--- src/rtl/keypad_scan_mapper.sv ---
// Keypad front end: strobes active-low rows, samples synchronised active-low
// columns, debounces whole-frame results, remaps each press through a
// writable table and offers it on a valid/ready handshake.
module keypad_scan_mapper #(
  parameter int unsigned ROWS     = 4,
  parameter int unsigned COLS     = 4,
  parameter int unsigned SCAN_DIV = 1000,
  parameter int unsigned DEBOUNCE = 4,
  parameter int unsigned CODE_W   = $clog2(ROWS * COLS)
) (
  input  logic              clk,
  input  logic              rst_n,
  output logic [ROWS-1:0]   row_n,
  input  logic [COLS-1:0]   col_n,
  input  logic              map_en,
  input  logic              map_we,
  input  logic [CODE_W-1:0] map_addr,
  input  logic [CODE_W-1:0] map_data,
  output logic              key_valid,
  input  logic              key_ready,
  output logic [CODE_W-1:0] key_code,
  output logic              key_held,
  output logic              overflow,
  input  logic              overflow_clr
);

  localparam int unsigned NumKeys = ROWS * COLS;
  localparam int unsigned DivW    = (SCAN_DIV > 1) ? $clog2(SCAN_DIV) : 1;
  localparam int unsigned RowW    = (ROWS > 1) ? $clog2(ROWS) : 1;
  localparam int unsigned CntW    = $clog2(DEBOUNCE + 1);

  logic [COLS-1:0]   col_s1_q, col_s2_q;
  logic [DivW-1:0]   div_q, div_d;
  logic [RowW-1:0]   row_q, row_d;
  logic              hit_q, hit_d;
  logic [CODE_W-1:0] hit_code_q, hit_code_d;
  logic              last_vld_q, last_vld_d;
  logic [CODE_W-1:0] last_code_q, last_code_d;
  logic [CntW-1:0]   cnt_q, cnt_d;
  logic              stable_vld_q, stable_vld_d;
  logic [CODE_W-1:0] stable_code_q, stable_code_d;
  logic              key_valid_q, key_valid_d;
  logic [CODE_W-1:0] key_code_q, key_code_d;
  logic              overflow_q, overflow_d;
  logic [CODE_W-1:0] table_q [NumKeys];
  logic [CODE_W-1:0] table_d [NumKeys];

  logic              row_end, frame_end, col_hit, res_vld, same, press, transfer;
  logic [CODE_W-1:0] row_code, res_code, mapped;
  logic [CntW-1:0]   cnt_next;
  int unsigned       col_idx;

  // Scan counters, first-hit capture within a frame, and the frame result.
  always_comb begin
    row_end   = (div_q == DivW'(SCAN_DIV - 1));
    frame_end = row_end && (row_q == RowW'(ROWS - 1));
    col_hit   = 1'b0;
    col_idx   = 0;
    // Descending loop so the lowest low column ends up winning.
    for (int c = COLS - 1; c >= 0; c--) begin
      if (!col_s2_q[c]) begin
        col_hit = 1'b1;
        col_idx = c;
      end
    end
    row_code = CODE_W'(int'(row_q) * COLS + col_idx);
    div_d    = row_end ? '0 : div_q + DivW'(1);
    row_d    = row_q;
    if (row_end) row_d = (row_q == RowW'(ROWS - 1)) ? '0 : row_q + RowW'(1);
    hit_d      = hit_q;
    hit_code_d = hit_code_q;
    if (frame_end) begin
      hit_d = 1'b0;
    end else if (row_end && !hit_q && col_hit) begin
      hit_d      = 1'b1;
      hit_code_d = row_code;
    end
    res_vld  = hit_q || (row_end && col_hit);
    res_code = hit_q ? hit_code_q : row_code;
  end

  // Debounce: count identical frame results, promote to stable at DEBOUNCE.
  always_comb begin
    last_vld_d    = last_vld_q;
    last_code_d   = last_code_q;
    cnt_d         = cnt_q;
    stable_vld_d  = stable_vld_q;
    stable_code_d = stable_code_q;
    press         = 1'b0;
    same     = (res_vld == last_vld_q) && (!res_vld || (res_code == last_code_q));
    cnt_next = CntW'(1);
    if (same) cnt_next = (cnt_q == CntW'(DEBOUNCE)) ? cnt_q : cnt_q + CntW'(1);
    if (frame_end) begin
      last_vld_d  = res_vld;
      last_code_d = res_code;
      cnt_d       = cnt_next;
      if ((cnt_next >= CntW'(DEBOUNCE)) &&
          ((res_vld != stable_vld_q) || (res_vld && (res_code != stable_code_q)))) begin
        stable_vld_d  = res_vld;
        stable_code_d = res_code;
        press         = res_vld;
      end
    end
  end

  // Table lookup (pre-write contents), handshake, overflow and table writes.
  always_comb begin
    mapped      = map_en ? table_q[res_code] : res_code;
    transfer    = key_valid_q && key_ready;
    key_valid_d = key_valid_q;
    key_code_d  = key_code_q;
    overflow_d  = overflow_q && !overflow_clr;
    if (press) begin
      if (!key_valid_q || transfer) begin
        key_valid_d = 1'b1;
        key_code_d  = mapped;
      end else begin
        overflow_d = 1'b1;
      end
    end else if (transfer) begin
      key_valid_d = 1'b0;
    end
    table_d = table_q;
    if (map_we && (32'(map_addr) < NumKeys)) table_d[map_addr] = map_data;
  end

  // State registers; reset restores the identity table.
  always_ff @(posedge clk or negedge rst_n) begin
    if (!rst_n) begin
      col_s1_q      <= '1;
      col_s2_q      <= '1;
      div_q         <= '0;
      row_q         <= '0;
      hit_q         <= 1'b0;
      hit_code_q    <= '0;
      last_vld_q    <= 1'b0;
      last_code_q   <= '0;
      cnt_q         <= '0;
      stable_vld_q  <= 1'b0;
      stable_code_q <= '0;
      key_valid_q   <= 1'b0;
      key_code_q    <= '0;
      overflow_q    <= 1'b0;
      for (int i = 0; i < NumKeys; i++) table_q[i] <= CODE_W'(i);
    end else begin
      col_s1_q      <= col_n;
      col_s2_q      <= col_s1_q;
      div_q         <= div_d;
      row_q         <= row_d;
      hit_q         <= hit_d;
      hit_code_q    <= hit_code_d;
      last_vld_q    <= last_vld_d;
      last_code_q   <= last_code_d;
      cnt_q         <= cnt_d;
      stable_vld_q  <= stable_vld_d;
      stable_code_q <= stable_code_d;
      key_valid_q   <= key_valid_d;
      key_code_q    <= key_code_d;
      overflow_q    <= overflow_d;
      table_q       <= table_d;
    end
  end

  assign row_n     = ~(ROWS'(1) << row_q);
  assign key_valid = key_valid_q;
  assign key_code  = key_code_q;
  assign key_held  = stable_vld_q;
  assign overflow  = overflow_q;

endmodule
--- config.mk ---
export PLATFORM = sky130hd
export DESIGN_NAME = keypad_scan_mapper
export DESIGN_NICKNAME = d
export VERILOG_FILES = /design/src/rtl/keypad_scan_mapper.sv
export SDC_FILE = /design/constraint.sdc
export NUM_CORES = 1
export LEC_CHECK = 0
export ABC_AREA = 1
export CAP_MARGIN = 20
export CORE_AREA = 2 2 135 137
export DETAILED_ROUTE_END_ITERATION = 10
export DIE_AREA = 0 0 137 139
export GPL_TIMING_DRIVEN = 0
export PLACE_DENSITY = 0.53
export SLEW_MARGIN = 20
export SYNTH_ARGS = -nofsm -noshare
export SYNTH_HDL_FRONTEND = slang
export SYNTH_SLANG_ARGS = --single-unit
--- constraint.sdc ---
create_clock -name clk -period 2.4 [get_ports clk]
set_clock_uncertainty 0.15 [all_clocks]
set_input_delay 0.36 -clock clk [delete_from_list [all_inputs] [get_ports clk]]
set_output_delay 0.36 -clock clk [all_outputs]
set_load 0.01 [all_outputs]
==> run summary <==
=========================================================================================
Cell area after synthesis                                                     0.00519 mm²
Mapped Nets                                                                           662
Post-detail-place hpwl                                                            9.55 mm
Pre-CTS WS                                                                      0.0848 ns
Number of diodes added for antenna fixing                                               0
Final weighted congestion in routability-driven placement                           0.899
Max Transition Viols Final                                                              0
Final routed wirelength across all metal layers                                   13.4 mm
Minimum setup slack among reg-to-reg paths                                        0.19 ns
Number of buffers inserted during clock tree synthesis                                  9
DIE AREA                                                                       0.0190 mm²
Fin crit share                                                                      92.3%
Remaining max-slew budget at the tightest pin                                       53.6%
Post-route DRC violation count                                                          0
Initial antenna violation count                                                         0
Fmax                                                                              451 MHz
Number of warnings reported in the yosys synthesis log                                  0
Commonest cells after routing, fill and taps aside                           sky130_fd_sc_hd__nand2_1 (174), sky130_fd_sc_hd__nand3_1 (77), sky130_fd_sc_hd__inv_1 (68)
Area contributors post-synth                                                 sky130_fd_sc_hd__dfrtp_1 (33%), sky130_fd_sc_hd__dfstp_2 (20%), sky130_fd_sc_hd__nand2_1 (13%), sky130_fd_sc_hd__nand3_1 (7.4%), sky130_fd_sc_hd__o21ai_0 (5.4%)
Standard-cell row count                                                                49
Average vias per placed instance                                                     4.65
Total gr overflow                                                                       0
Number of vias in the routed layout                                                  4241
Port Buf Inserts                                                                       28
Clock Root Buffer                                                            sky130_fd_sc_hd__clkbuf_16
Run status                                                                   finished, final reports clean
Part of the total power dissipated in sequential elements                           53.3%
Clock share of power                                                                33.5%
Starting DRC count in detailed routing                                                255
Data arrival time of the critical path                                            1.71 ns
Clock tree from TritonCTS                                                           built
First-pass GRT wire length                                                        22.4 mm
Share of Yosys cell area claimed by the top area cell type                          32.8%
Number of violations of the max-capacitance limit                                       0
Critical Path End Type                                                         output pin
Initial core utilization                                                            29.4%
Startpoint class of the critical path                                           flip-flop
Maximum number of pins on one net before global-route repair                           63
DP Cell Count                                                                         895
Mean Syn Cell Area                                                               8.15 µm²
Worst-case clock buffer depth                                                           2
Share of post-route cells with drive strength above 1                               13.3%
Internal power consumption                                                        3.11 mW
Proportion of register bits with asynchronous set or reset after synthesis           100%
Hold Path Stages                                                                        0
Worst slew pin tran                                                              0.693 ns
Time the final worst path needs with I/O delays and setup                         2.22 ns
Core Region                                                                    0.0177 mm²
Total routing resource utilization after global routing                             15.2%
Final hold viol count                                                                   0
Cell taking the most area after synthesis                                    sky130_fd_sc_hd__dfrtp_1
Clock Latency Late Sink                                                           0.36 ns
Number of global-route vias before repair                                            4147
Synthesized netlist cell count                                                        637
Area delta synth->final                                                             17.7%
Least setup slack across all paths after layout                                  0.185 ns
Net total in the final layout                                                         703
Count of different cell masters after synthesis                                        28
Setup Crit Path Kind                                                         flip-flop to output pin
Depth of the worst register-to-register path                                           14
Required time worst endpoint                                                      1.89 ns
Sequential area share after synthesis                                               53.0%
Areal power density over the cells                                             701 mW/mm²
Clock transition at the registers of the reported paths                           0.08 ns
Maximum fanout encountered on the critical timing path                                  4
Classification of the worst-slack hold path                                  flip-flop to flip-flop
Max rail drop VDD                                                                0.385 mV
Die Width                                                                          137 µm
Post-layout total power                                                           4.28 mW
Worst Hold Slack                                                                 0.207 ns
Number of top-level pins                                                               29
Number of storage elements in the synthesis netlist                                   108
Predominant post-synthesis flop cell                                         sky130_fd_sc_hd__dfrtp_1
Leakage power of the design                                                       2.72 nW
Final non-filler cell total                                                           912
Die Span Y                                                                         139 µm
Per-cell routed wire length                                                       14.7 µm
H-tree level count                                                                      3
Sink Count                                                                            108
Iteration count of the initial detailed-routing pass                                    5
Switching power as a share of total power                                           27.4%
Relative contribution of combinational cells to total power                         13.1%
Post-synth EDFFs                                                                        0
Net switching power                                                               1.17 mW
Leading cell type in the layout, fill and taps excluded                      sky130_fd_sc_hd__nand2_1
Final antenna-violating net count                                                       0
Setup Viol. Count Final                                                                 0
=========================================================================================
worst paths after layout:
check                                 startpoint                 endpoint
setup / recovery            row_q[0]$_DFFE_PN0N_                 row_n[3]
hold / removal             col_s1_q[0]$_DFF_PN1_    col_s2_q[0]$_DFF_PN1_
setup reg to reg           col_s2_q[3]$_DFF_PN1_  key_code[3]$_DFFE_PN0P_
hold reg to reg            col_s1_q[0]$_DFF_PN1_    col_s2_q[0]$_DFF_PN1_
max in group asynchronous                  rst_n  table_q[23]$_DFFE_PN1P_
min in group asynchronous                  rst_n       div_q[4]$_DFF_PN0_
power groups by stage:
stage               Sequential (mW)  Clock (mW)  Combinational, mW
floorplan                      2.27           0              0.370
global placement               2.31           0              0.545
detailed placement             2.31           0              0.563
CTS                            2.28        1.48              0.566
global route                   2.31        1.55              0.658
finish                         2.28        1.44              0.563
synth_stat cells (3+ instances only):
| cell type | count |
|---|---|
| sky130_fd_sc_hd__buf_2 | 6 |
| sky130_fd_sc_hd__nand3_1 | 77 |
| sky130_fd_sc_hd__dfstp_2 | 40 |
| sky130_fd_sc_hd__inv_1 | 69 |
| sky130_fd_sc_hd__o211ai_1 | 11 |
| sky130_fd_sc_hd__nor3_1 | 4 |
| sky130_fd_sc_hd__nand2_2 | 8 |
| sky130_fd_sc_hd__nand2_1 | 175 |
| sky130_fd_sc_hd__clkbuf_1 | 5 |
| sky130_fd_sc_hd__ha_1 | 7 |
| sky130_fd_sc_hd__a21oi_1 | 26 |
| sky130_fd_sc_hd__o21ai_0 | 56 |
| sky130_fd_sc_hd__nand4_1 | 3 |
| sky130_fd_sc_hd__o21ai_2 | 5 |
| sky130_fd_sc_hd__dfrtp_1 | 68 |
| sky130_fd_sc_hd__buf_6 | 3 |
| sky130_fd_sc_hd__o22ai_1 | 3 |
| sky130_fd_sc_hd__nor2_1 | 58 |
layout make-up:
type	instances	area [µm²]
inverters	71	267
repair buffers	31	327
plain buffers	14	95.1
well taps	229	287
fillers	1899	11500
clock inverters	5	35.0
multi-input cells	443	2100
clock buffers	11	243
flip-flops and latches	108	2750
registers in the layout (all words and copies together), names as in the netlist:
name           cells
div_q             10
stable_code_q      4
overflow           1
col_s2_q           4
last_vld_q         1
key_valid          1
row_q              2
cnt_q              3
key_code           4
table_q           64
hit_q              1
hit_code_q         4
key_held           1
col_s1_q           4
last_code_q        4
routing by layer:
layer	global-route usage [%]	vias up	wire [µm]
li1	-	2145	-
met1	22.2	1995	6670
met2	22.0	83	5900
met3	3.29	18	554
met4	5.48	0	265
met5	0	-	0
through the flow:
| step | cell area (µm²) | utilization [%] | TNS [ns] |
|---|---|---|---|
| 6_report | 6110 | 34.6 | 0 |
| 2_1_floorplan | 5190 | - | 0 |
| 3_3_place_gp | 5760 | 32.6 | -324.71 |
| 4_1_cts | 6070 | 34.4 | 0 |
| 3_5_place_dp | 5790 | 32.8 | 0 |
| 5_1_grt | 6110 | 34.6 | -0.000294 |
worst max-delay path, cell delays in order, from the launching register on:
cell and delay (ns):
sky130_fd_sc_hd__dfrtp_1 0.43, sky130_fd_sc_hd__ha_1 0.23, sky130_fd_sc_hd__inv_1 0.13, sky130_fd_sc_hd__clkdlybuf4s50_1 0.56
logic make-up after synthesis:
kind of cell    Yosys count  synth area share [%]
simple gates            331                  27.1
flops                   108                  53.0
compound gates          102                  10.8
buf+inv                  86                  6.87
fa+ha+maj                 7                  1.69
xor+xnor                  3                 0.506
what timing repair did:
item	CTS	global route
resized for setup	0	11
hold endpoints to repair	34	0
endpoints found under the setup margin	0	18
hold buffers	1	0
buffers inserted	0	1
Note: power is estimated with default switching activity, not from simulation.
